### src/rtl/idli_fetch_m.sv
`default_nettype none
// +--------------------------------------------------------------------------+
// | idli_fetch_m : slice-serial instruction fetch with a DEPTH-entry queue.  |
// | Optional macro IDLI_FETCH_PERF_EN adds a saturating decode-stall count.  |
// | Revision: 1.0                                                             |
// +--------------------------------------------------------------------------+
module idli_fetch_m #(
  parameter int DEPTH = 2
) (
  input  logic        i_fetch_gck,
  input  logic        i_fetch_rst_n,
  input  logic [1:0]  i_fetch_ctr,
  input  logic [3:0]  i_fetch_pc,
  input  logic        i_fetch_redirect,
  output logic        o_fetch_pc_inc,
  output logic        o_fetch_mem_req,
  output logic [3:0]  o_fetch_mem_addr,
  input  logic        i_fetch_mem_rvalid,
  input  logic [3:0]  i_fetch_mem_rdata,
  output logic        o_fetch_instr_vld,
  output logic [15:0] o_fetch_instr,
  input  logic        i_fetch_instr_rdy
`ifdef IDLI_FETCH_PERF_EN
  ,
  output logic [15:0] o_fetch_stall_cnt
`endif
);

  localparam int c_pw = (DEPTH > 1) ? $clog2(DEPTH) : 1;
  localparam int c_cw = $clog2(DEPTH) + 1;
  localparam logic [c_cw-1:0] c_depth = c_cw'(DEPTH);

  typedef enum logic [1:0] {
    ST_IDLE = 2'd0,
    ST_ADDR = 2'd1,
    ST_WAIT = 2'd2,
    ST_DATA = 2'd3
  } state_t;

  state_t           r_state;
  logic             r_kill;
  logic [1:0]       r_slc;
  logic [15:0]      r_asm;
  logic [15:0]      r_mem [DEPTH];
  logic [c_pw-1:0]  r_rd;
  logic [c_pw-1:0]  r_wr;
  logic [c_cw-1:0]  r_count;

  logic             w_pop;
  logic             w_room;
  logic             w_start;
  logic             w_addr_ph;
  logic             w_last;
  logic             w_push;
  logic [15:0]      w_word;

  function automatic logic [c_pw-1:0] f_inc(input logic [c_pw-1:0] p);
    return (p == c_pw'(DEPTH - 1)) ? '0 : p + 1'b1;
  endfunction

  assign o_fetch_instr_vld = (r_count != '0);
  assign o_fetch_instr     = o_fetch_instr_vld ? r_mem[r_rd] : 16'd0;

  // The fetch is launched in the ctr==0 cycle itself so the four address
  // slices line up with ctr 0..3; the reset term keeps outputs low in reset.
  assign w_pop     = o_fetch_instr_vld && i_fetch_instr_rdy;
  assign w_room    = (r_count < c_depth) || w_pop;
  assign w_start   = i_fetch_rst_n && (r_state == ST_IDLE) && (i_fetch_ctr == 2'd0)
                     && !i_fetch_redirect && w_room;
  assign w_addr_ph = w_start || (r_state == ST_ADDR);

  assign o_fetch_mem_req  = w_addr_ph;
  assign o_fetch_mem_addr = w_addr_ph ? i_fetch_pc : 4'd0;
  assign o_fetch_pc_inc   = w_addr_ph && !r_kill && !i_fetch_redirect;

  assign w_word = {i_fetch_mem_rdata, r_asm[15:4]};
  assign w_last = (r_state == ST_DATA) && i_fetch_mem_rvalid && (r_slc == 2'd3);
  assign w_push = w_last && !r_kill && !i_fetch_redirect;

  always_ff @(posedge i_fetch_gck or negedge i_fetch_rst_n) begin
    if (!i_fetch_rst_n) begin
      r_state <= ST_IDLE;
      r_kill  <= 1'b0;
      r_slc   <= 2'd0;
      r_asm   <= 16'd0;
    end else begin
      case (r_state)
        ST_IDLE: if (w_start) r_state <= ST_ADDR;
        ST_ADDR: if (i_fetch_ctr == 2'd3) r_state <= ST_WAIT;
        ST_WAIT: if (i_fetch_mem_rvalid) r_state <= ST_DATA;
        ST_DATA: if (w_last) r_state <= ST_IDLE;
        default: r_state <= ST_IDLE;
      endcase
      if (i_fetch_mem_rvalid && ((r_state == ST_WAIT) || (r_state == ST_DATA))) begin
        r_asm <= w_word;
        r_slc <= r_slc + 2'd1;
      end
      // A redirect on the final slice already drops that word, so no kill lingers.
      if (w_last) begin
        r_kill <= 1'b0;
      end else if (i_fetch_redirect && (r_state != ST_IDLE)) begin
        r_kill <= 1'b1;
      end
    end
  end

  always_ff @(posedge i_fetch_gck or negedge i_fetch_rst_n) begin
    if (!i_fetch_rst_n) begin
      r_rd    <= '0;
      r_wr    <= '0;
      r_count <= '0;
    end else if (i_fetch_redirect) begin
      r_rd    <= '0;
      r_wr    <= '0;
      r_count <= '0;
    end else begin
      if (w_push) r_wr <= f_inc(r_wr);
      if (w_pop)  r_rd <= f_inc(r_rd);
      case ({w_push, w_pop})
        2'b10:   r_count <= r_count + 1'b1;
        2'b01:   r_count <= r_count - 1'b1;
        default: r_count <= r_count;
      endcase
    end
  end

  always_ff @(posedge i_fetch_gck) begin
    if (w_push) r_mem[r_wr] <= w_word;
  end

`ifdef IDLI_FETCH_PERF_EN
  logic [15:0] r_stall;

  always_ff @(posedge i_fetch_gck or negedge i_fetch_rst_n) begin
    if (!i_fetch_rst_n) begin
      r_stall <= 16'd0;
    end else if (i_fetch_instr_rdy && !o_fetch_instr_vld && (r_stall != 16'hFFFF)) begin
      r_stall <= r_stall + 16'd1;
    end
  end

  assign o_fetch_stall_cnt = r_stall;
`endif

endmodule
`default_nettype wire

### config.mk
export PLATFORM = sky130hd
export DESIGN_NAME = idli_fetch_m
export DESIGN_NICKNAME = d
export VERILOG_FILES = /design/src/rtl/idli_fetch_m.sv
export SDC_FILE = /design/constraint.sdc
export NUM_CORES = 1
export LEC_CHECK = 0
export ABC_CLOCK_PERIOD_IN_PS = 3550
export BUFFER_PORTS_ARGS = -buffer_cell sky130_fd_sc_hd__buf_2
export CAP_MARGIN = 20
export CORE_AREA = 2 2 71 73
export CTS_CLUSTER_DIAMETER = 80
export DETAILED_ROUTE_END_ITERATION = 16
export DIE_AREA = 0 0 73 75
export GPL_TIMING_DRIVEN = 0
export PLACE_DENSITY_LB_ADDON = 0.1
export SLEW_MARGIN = 20
export SYNTH_ARGS = -nofsm -noshare
export SYNTH_HDL_FRONTEND = slang
export SYNTH_SLANG_ARGS = --single-unit
### constraint.sdc
create_clock -name i_fetch_gck -period 3.55 [get_ports i_fetch_gck]
set_clock_uncertainty 0.1 [all_clocks]
set_input_delay 0.1775 -clock i_fetch_gck [delete_from_list [all_inputs] [get_ports i_fetch_gck]]
set_output_delay 0.1775 -clock i_fetch_gck [all_outputs]
set_load 0.1 [all_outputs]
==> impl_metrics.py, run 1 <==
metrics = {
    "logic_synthesis": {
        "ys_seq_area_share_pct": 65.7,
        "yosys_warnings": 0,
        "synth_top_area_cell": "edfxtp_1",
        "synth_top_area_share_pct": 42.5,
        "synth_most_common_cell": "edfxtp_1",
        "synth_enable_flop_cells": 32,
        "synth_area_leaders": "edfxtp_1 (42%), dfrtp_1 (23%), mux2i_1 (8.4%), mux2_2 (6.5%), nor2_1 (3.5%)",
        "syn_inst": 157,
        "ys_ff_latch": 53,
        "syn_area_sq_um": 2260,
        "yosys.cell_types.count": 30,
        "ys.flop_type": "edfxtp_1",
        "syn_nets": 178,
        "synthTopCellsByCount": "edfxtp_1 (32), dfrtp_1 (21), nor2_1 (21)",
        "avgSynthCellArea_sq_um": 14.4,
        "ys_async_sr_fraction_pct": 39.6,
    },
    "critical_path": {
        "crit_top_cell": "buf_2",
        "startpoint": "i_fetch_rst_n",
        "setup.worst_path.start_class": "input port",
        "crit_cells": 7,
        "crit_path_top_delay_cell": "or4b_4",
        "crit_path_end": "o_fetch_pc_inc",
        "endpoint_kind": "output port",
        "reg2reg_slack_ns": 1.33,
        "worst-path-buf-inv": 3,
        "cp_top_family": "buffers and inverters",
        "arrival_ns": 2.60,
        "crit_required_ns": 3.27,
        "reg2reg_depth": 4,
        "slowest_delay_ns": 0.53,
        "setup.worst_path.class": "in2out",
        "r2r_start": "r_state[1]",
        "crit_chain": "dlygate4sd3_1 > buf_2 > or4b_4 > a21oi_2 > a21oi_1 > nor3_1 > buf_2",
        "r2r-end": "r_mem[1][10]",
        "path_max_fanout": 22,
    },
    "floorplanning": {
        "core_area_sq_um": 4660,
        "die_h_um": 75,
        "initial_core_util_pct": 48.5,
        "die_w_um": 73,
        "dieArea_sq_um": 5480,
        "num_io_pins": 38,
        "rows": 25,
    },
    "global_route": {
        "antenna_found_initial": 0,
        "grt_pass1_vias": 1324,
        "gr-usage-all-layers_pct": 15.8,
        "grt-ovfl-total": 0,
        "grt_pass1_wl_um": 6380,
        "grt_max_degree": 23,
    },
    "clock_network": {
        "clockBufferDepth": 2,
        "cts_setup_buffers": 0,
        "cts_tree": "yes",
        "cts_resized": 0,
        "root_buffer": "clkbuf_8",
        "htreeDepth": 2,
        "path_clk_slew_ns": 0.08,
        "insertion_delay_ns": 0.30,
        "postCtsHoldBufs": 6,
        "cts_sinks": 53,
        "cts_buffers": 5,
    },
    "final_layout": {
        "area_growth_pct": 19.2,
        "drive_gt1_share_pct": 34.1,
        "n_antenna_cell": 0,
        "nets": 231,
    },
    "power": {
        "power_per_cell_area_nw_per_um2": 649,
        "p_leak_nw": 1.10,
        "ir_drop_uv": 404,
    },
    "sta": {
        "finalCritPeriodShare_pct": 81.1,
        "drv_slew": 0,
        "min_period_ns": 2.88,
        "holdWs_ns": 0.0459,
        "hold_violations": 0,
        "tightest_slew_ns": 0.779,
        "relSlewSlack_pct": 47.6,
        "finalSetupViolCount": 0,
        "fmax_mhz": 348,
        "final.setup.tns_ns": 0,
        "rsz0062_at_grt": "false",
    },
    "place": {
        "place_hpwl_um": 2920,
        "routabilityCongestion": 0.758,
        "portBuffers": 36,
    },
    "hold_path": {
        "min_path_type": "in2reg",
    },
    "run": {
        "drv_cap": 0,
    },
    "route": {
        "final_antenna_net_count": 0,
        "via_per_inst": 5.15,
        "drt_iter0_markers": 80,
        "drt-total-wl_um": 4000,
        "vias": 1365,
        "drc": 0,
        "wire_per_inst_um": 15.1,
        "firstDrtPassIters": 4,
    },
    "outcome": {
        "status": "completed",
    },
}
## cell type report
cell class	count	area, sq um
fill	382	1960
sequential	53	1490
multi-input combinational	92	724
timing repair buffer	46	265
clock buffer	5	68.8
tap	54	67.6
buffer	6	41.3
inverter	6	22.5
clock inverter	3	20.0
## state kept, by name, indices dropped and copies added, names as in the netlist
register and count:
r_mem 32, r_wr 1, r_kill 1, r_asm 12, r_rd 1, r_count 2, r_slc 2, r_state 2
## power by group
group	total [mW]	leakage, nW	internal [mW]	switching, mW
sequential	0.886	0.542	0.799	0.0873
clock	0.334	0.0422	0.139	0.195
combinational	0.529	0.519	0.205	0.323
total	1.75	1.10	1.14	0.605
## routing by layer
metal	up-vias	GRT usage (%)	part of all wire, %	wire [um]
met5	-	0	0	0
met4	0	5.56	1.5	59
met3	7	4.95	4.0	162
met2	31	26.1	50	2010
met1	665	19.9	44	1770
li1	662	-	-	-
## metrics by stage
step / cells / worst slack [ns] / util [%] / cell area (sq um) / total power [mW]
after floorplan: 157 / 0.0348 / - / 2260 / 1.31
after global placement: 247 / -0.469 / 53.9 / 2510 / 1.39
after detailed placement: 251 / 1.18 / 54.7 / 2550 / 1.43
after CTS: 265 / 0.637 / 57.9 / 2700 / 1.77
after global routing: 265 / 0.492 / 57.9 / 2700 / 1.85
final: 265 / 0.673 / 57.9 / 2700 / 1.75
## placed cells by master, fill, tap and decap left out, types with 2 or more instances in the layout
| cell type | count |
|---|---|
| a21oi_1 | 3 |
| buf_2 | 41 |
| buf_4 | 2 |
| clkbuf_8 | 5 |
| dfrtp_1 | 21 |
| dlygate4sd3_1 | 6 |
| edfxtp_1 | 32 |
| ha_1 | 6 |
| inv_1 | 6 |
| mux2_2 | 13 |
| mux2i_1 | 19 |
| nand2_1 | 6 |
| nor2_1 | 21 |
| nor2b_1 | 4 |
| nor3_1 | 2 |
| o21ai_0 | 2 |
| xor2_1 | 3 |
## kinds of logic (layout without fill, tap and decap cells)
| kind of cell | after synthesis | count (layout) | synth area share [%] |
|---|---|---|---|
| AOI/OAI and AO/OA | 9 | 9 | 2.54 |
| xor gates and xnor gates | 4 | 4 | 1.55 |
| adders and majority gates | 6 | 6 | 3.32 |
| buffers and inverters | 12 | 66 | 2.82 |
| DFF | 53 | 53 | 65.7 |
| muxes | 33 | 33 | 15.5 |
| and+or+nand+nor | 40 | 40 | 8.52 |
## how the worst min path moves through the flow
| stage | start | end | slack (ns) | cells past startpoint |
|---|---|---|---|---|
| finish | i_fetch_mem_rvalid | r_kill | 0.05 | 2 |
| global route | i_fetch_mem_rvalid | r_kill | 0.05 | 2 |
| global placement | i_fetch_rst_n | r_state[1] | 0.08 | 1 |
| floorplan | i_fetch_rst_n | r_asm[10] | -0.22 | 0 |
| CTS | i_fetch_mem_rvalid | r_kill | 0.04 | 2 |
| detailed placement | i_fetch_rst_n | r_state[1] | 0.08 | 1 |
Note: power is estimated with default switching activity, not from simulation.
==> run 2, diff against run 1 <==
Settings changed: ABC_CLOCK_PERIOD_IN_PS 3550 to 2800.
Clock period 3.55 ns to 2.8 ns, I/O delays scaled along.
==> run 2 against run 1 <==
Effect of this change: register-to-register slack got worse by 0.68 ns; global-route usage barely moved; power rose by 27%; routed wire length rose by 2.8%; sequential power rose by 28%; first-iteration DRC count fell by 2.5%; critical path depth did not move; sequential cell count did not move; non-clock buffer count did not move; largest cell class unchanged; sequential share of layout area fell by 0.25 points; utilization rose by 0.27 points.
==> impl_metrics.py, run 2 (synthesis results as in run 1) <==
metrics = {
    "place": {
        "postPlaceCellArea_sq_um": 2560,
        "routabilityCongestion": 0.742,
        "place_hpwl_um": 2870,
        "portBuffers": 36,
    },
    "final_layout": {
        "reg_top3": "r_mem: 32 flops, r_asm: 12 flops",
        "layout_commonest_cell": "buf_2",
        "multi_input_area_sq_um": 738,
        "n_antenna_cell": 0,
        "seq_area_sq_um": 1490,
        "final_cell_mix": "buf_2 (41), edfxtp_1 (32), nor2_1 (21), dfrtp_1 (21), mux2i_1 (19)",
        "drive_gt1_share_pct": 34.1,
        "largest_reg_flops": 32,
        "fillers": 387,
        "area_growth_pct": 19.7,
        "nets": 231,
        "final_area_sq_um": 2710,
        "regMostFlops": "r_mem",
    },
    "critical_path": {
        "reg2reg_slack_ns": 0.65,
        "crit_required_ns": 2.56,
        "slowest_delay_ns": 0.55,
        "crit_chain": "dlygate4sd3_1 > buf_6 > or4b_4 > a21oi_2 > a21oi_1 > nor2b_1 > buf_2",
        "path_max_fanout": 9,
        "startpoint": "i_fetch_redirect",
        "setup.worst_path.class": "in2out",
        "setup.worst_path.start_class": "input port",
        "crit_path_top_delay_cell": "dlygate4sd3_1",
        "arrival_ns": 2.37,
        "endpoint_kind": "output port",
        "r2r_start": "r_state[1]",
        "reg2reg_depth": 4,
        "r2r-end": "r_mem[0][0]",
    },
    "clock_network": {
        "insertion_delay_ns": 0.30,
        "cts_sinks": 53,
        "cts_tree": "yes",
        "clockBufferDepth": 2,
        "htreeDepth": 2,
        "root_buffer": "clkbuf_8",
        "cts_buffers": 5,
        "cts_resized": 0,
        "path_clk_slew_ns": 0.08,
    },
    "global_route": {
        "gr-usage-all-layers_pct": 15.8,
        "grt_max_degree": 22,
        "grt_pass1_vias": 1323,
        "grt_pass1_wl_um": 6350,
        "grt-ovfl-total": 0,
        "antenna_found_initial": 0,
    },
    "floorplanning": {
        "initial_core_util_pct": 48.5,
        "die_w_um": 73,
        "rows": 25,
        "die_h_um": 75,
        "num_io_pins": 38,
        "core_area_sq_um": 4660,
        "dieArea_sq_um": 5480,
    },
    "hold_path": {
        "hold_depth": 2,
        "worstHoldStart": "i_fetch_mem_rvalid",
        "min_path_type": "in2reg",
        "min_to": "r_kill",
    },
    "sta": {
        "final.setup.tns_ns": 0,
        "tightest_slew_ns": 0.756,
        "hold_violations": 0,
        "rsz0062_at_grt": "false",
        "fmax_mhz": 383,
        "min_period_ns": 2.61,
        "finalSetupViolCount": 0,
        "drv_slew": 0,
        "holdWs_ns": 0.0178,
        "relSlewSlack_pct": 49.2,
        "finalCritPeriodShare_pct": 93.4,
    },
    "route": {
        "final_antenna_net_count": 0,
        "wire_per_inst_um": 15.5,
        "drt_iter0_markers": 78,
        "via_per_inst": 5.04,
        "drt-total-wl_um": 4110,
        "drc": 0,
        "vias": 1335,
        "firstDrtPassIters": 4,
    },
    "power": {
        "total_power_mw": 2.22,
        "ir_drop_uv": 435,
        "p_leak_nw": 1.11,
        "power_per_cell_area_nw_per_um2": 818,
    },
    "outcome": {
        "status": "completed",
    },
    "run": {
        "drv_cap": 0,
    },
}
## run 2: critical path: cells and delay by family
family | cells | cell delay, ns
and+or+nand+nor | 2 | 0.71
AOI/OAI and AO/OA | 2 | 0.38
buffers and inverters | 3 | 1.14
## run 2: layout make-up
cell class                 instances  share of cell area [%]
clock buffer                       6                    2.68
clock inverter                     2                   0.416
timing repair buffer              46                    9.93
sequential                        53                    54.9
inverter                           6                   0.831
tap                               54                    2.49
buffer                             6                    1.52
multi-input combinational         92                    27.3
## run 2: how the worst max path moves through the flow
stage / depth (start not counted) / to
final: 7 / o_fetch_mem_addr[3]
after global routing: 7 / o_fetch_mem_addr[3]
after global placement: 3 / r_mem[0][3]
after CTS: 7 / o_fetch_mem_addr[3]
after detailed placement: 6 / o_fetch_mem_addr[3]
after floorplan: 3 / r_mem[0][0]
## run 2: repair_timing
action | in CTS | in global routing
hold buffers | 6 | 1
setup buffers | 0 | 0
hold endpoints to repair | 34 | 21
## run 2: report_power, final
part / internal [mW] / leakage (nW) / switching [mW] / total (mW)
clock: 0.174 / 0.0388 / 0.237 / 0.411
combinational: 0.263 / 0.528 / 0.417 / 0.679
sequential: 1.01 / 0.542 / 0.112 / 1.13
total: 1.45 / 1.11 / 0.766 / 2.22
## run 2: per-stage QoR
step | util [%] | setup WS [ns] | std cells
6_report | 58.1 | 0.186 | 265
3_3_place_gp | 54.1 | -0.936 | 247
3_5_place_dp | 54.9 | 0.436 | 250
4_1_cts | 58.0 | 0.177 | 264
5_1_grt | 58.1 | 0.0971 | 265
2_1_floorplan | - | -0.000509 | 157
## run 2: layer usage
layer / track usage, % / up-vias / wire length, um
met3: 4.55 / 2 / 136
met1: 19.0 / 651 / 1810
met2: 28.2 / 24 / 2150
met5: 0 / - / 0
met4: 3.70 / 0 / 23
li1: - / 658 / -
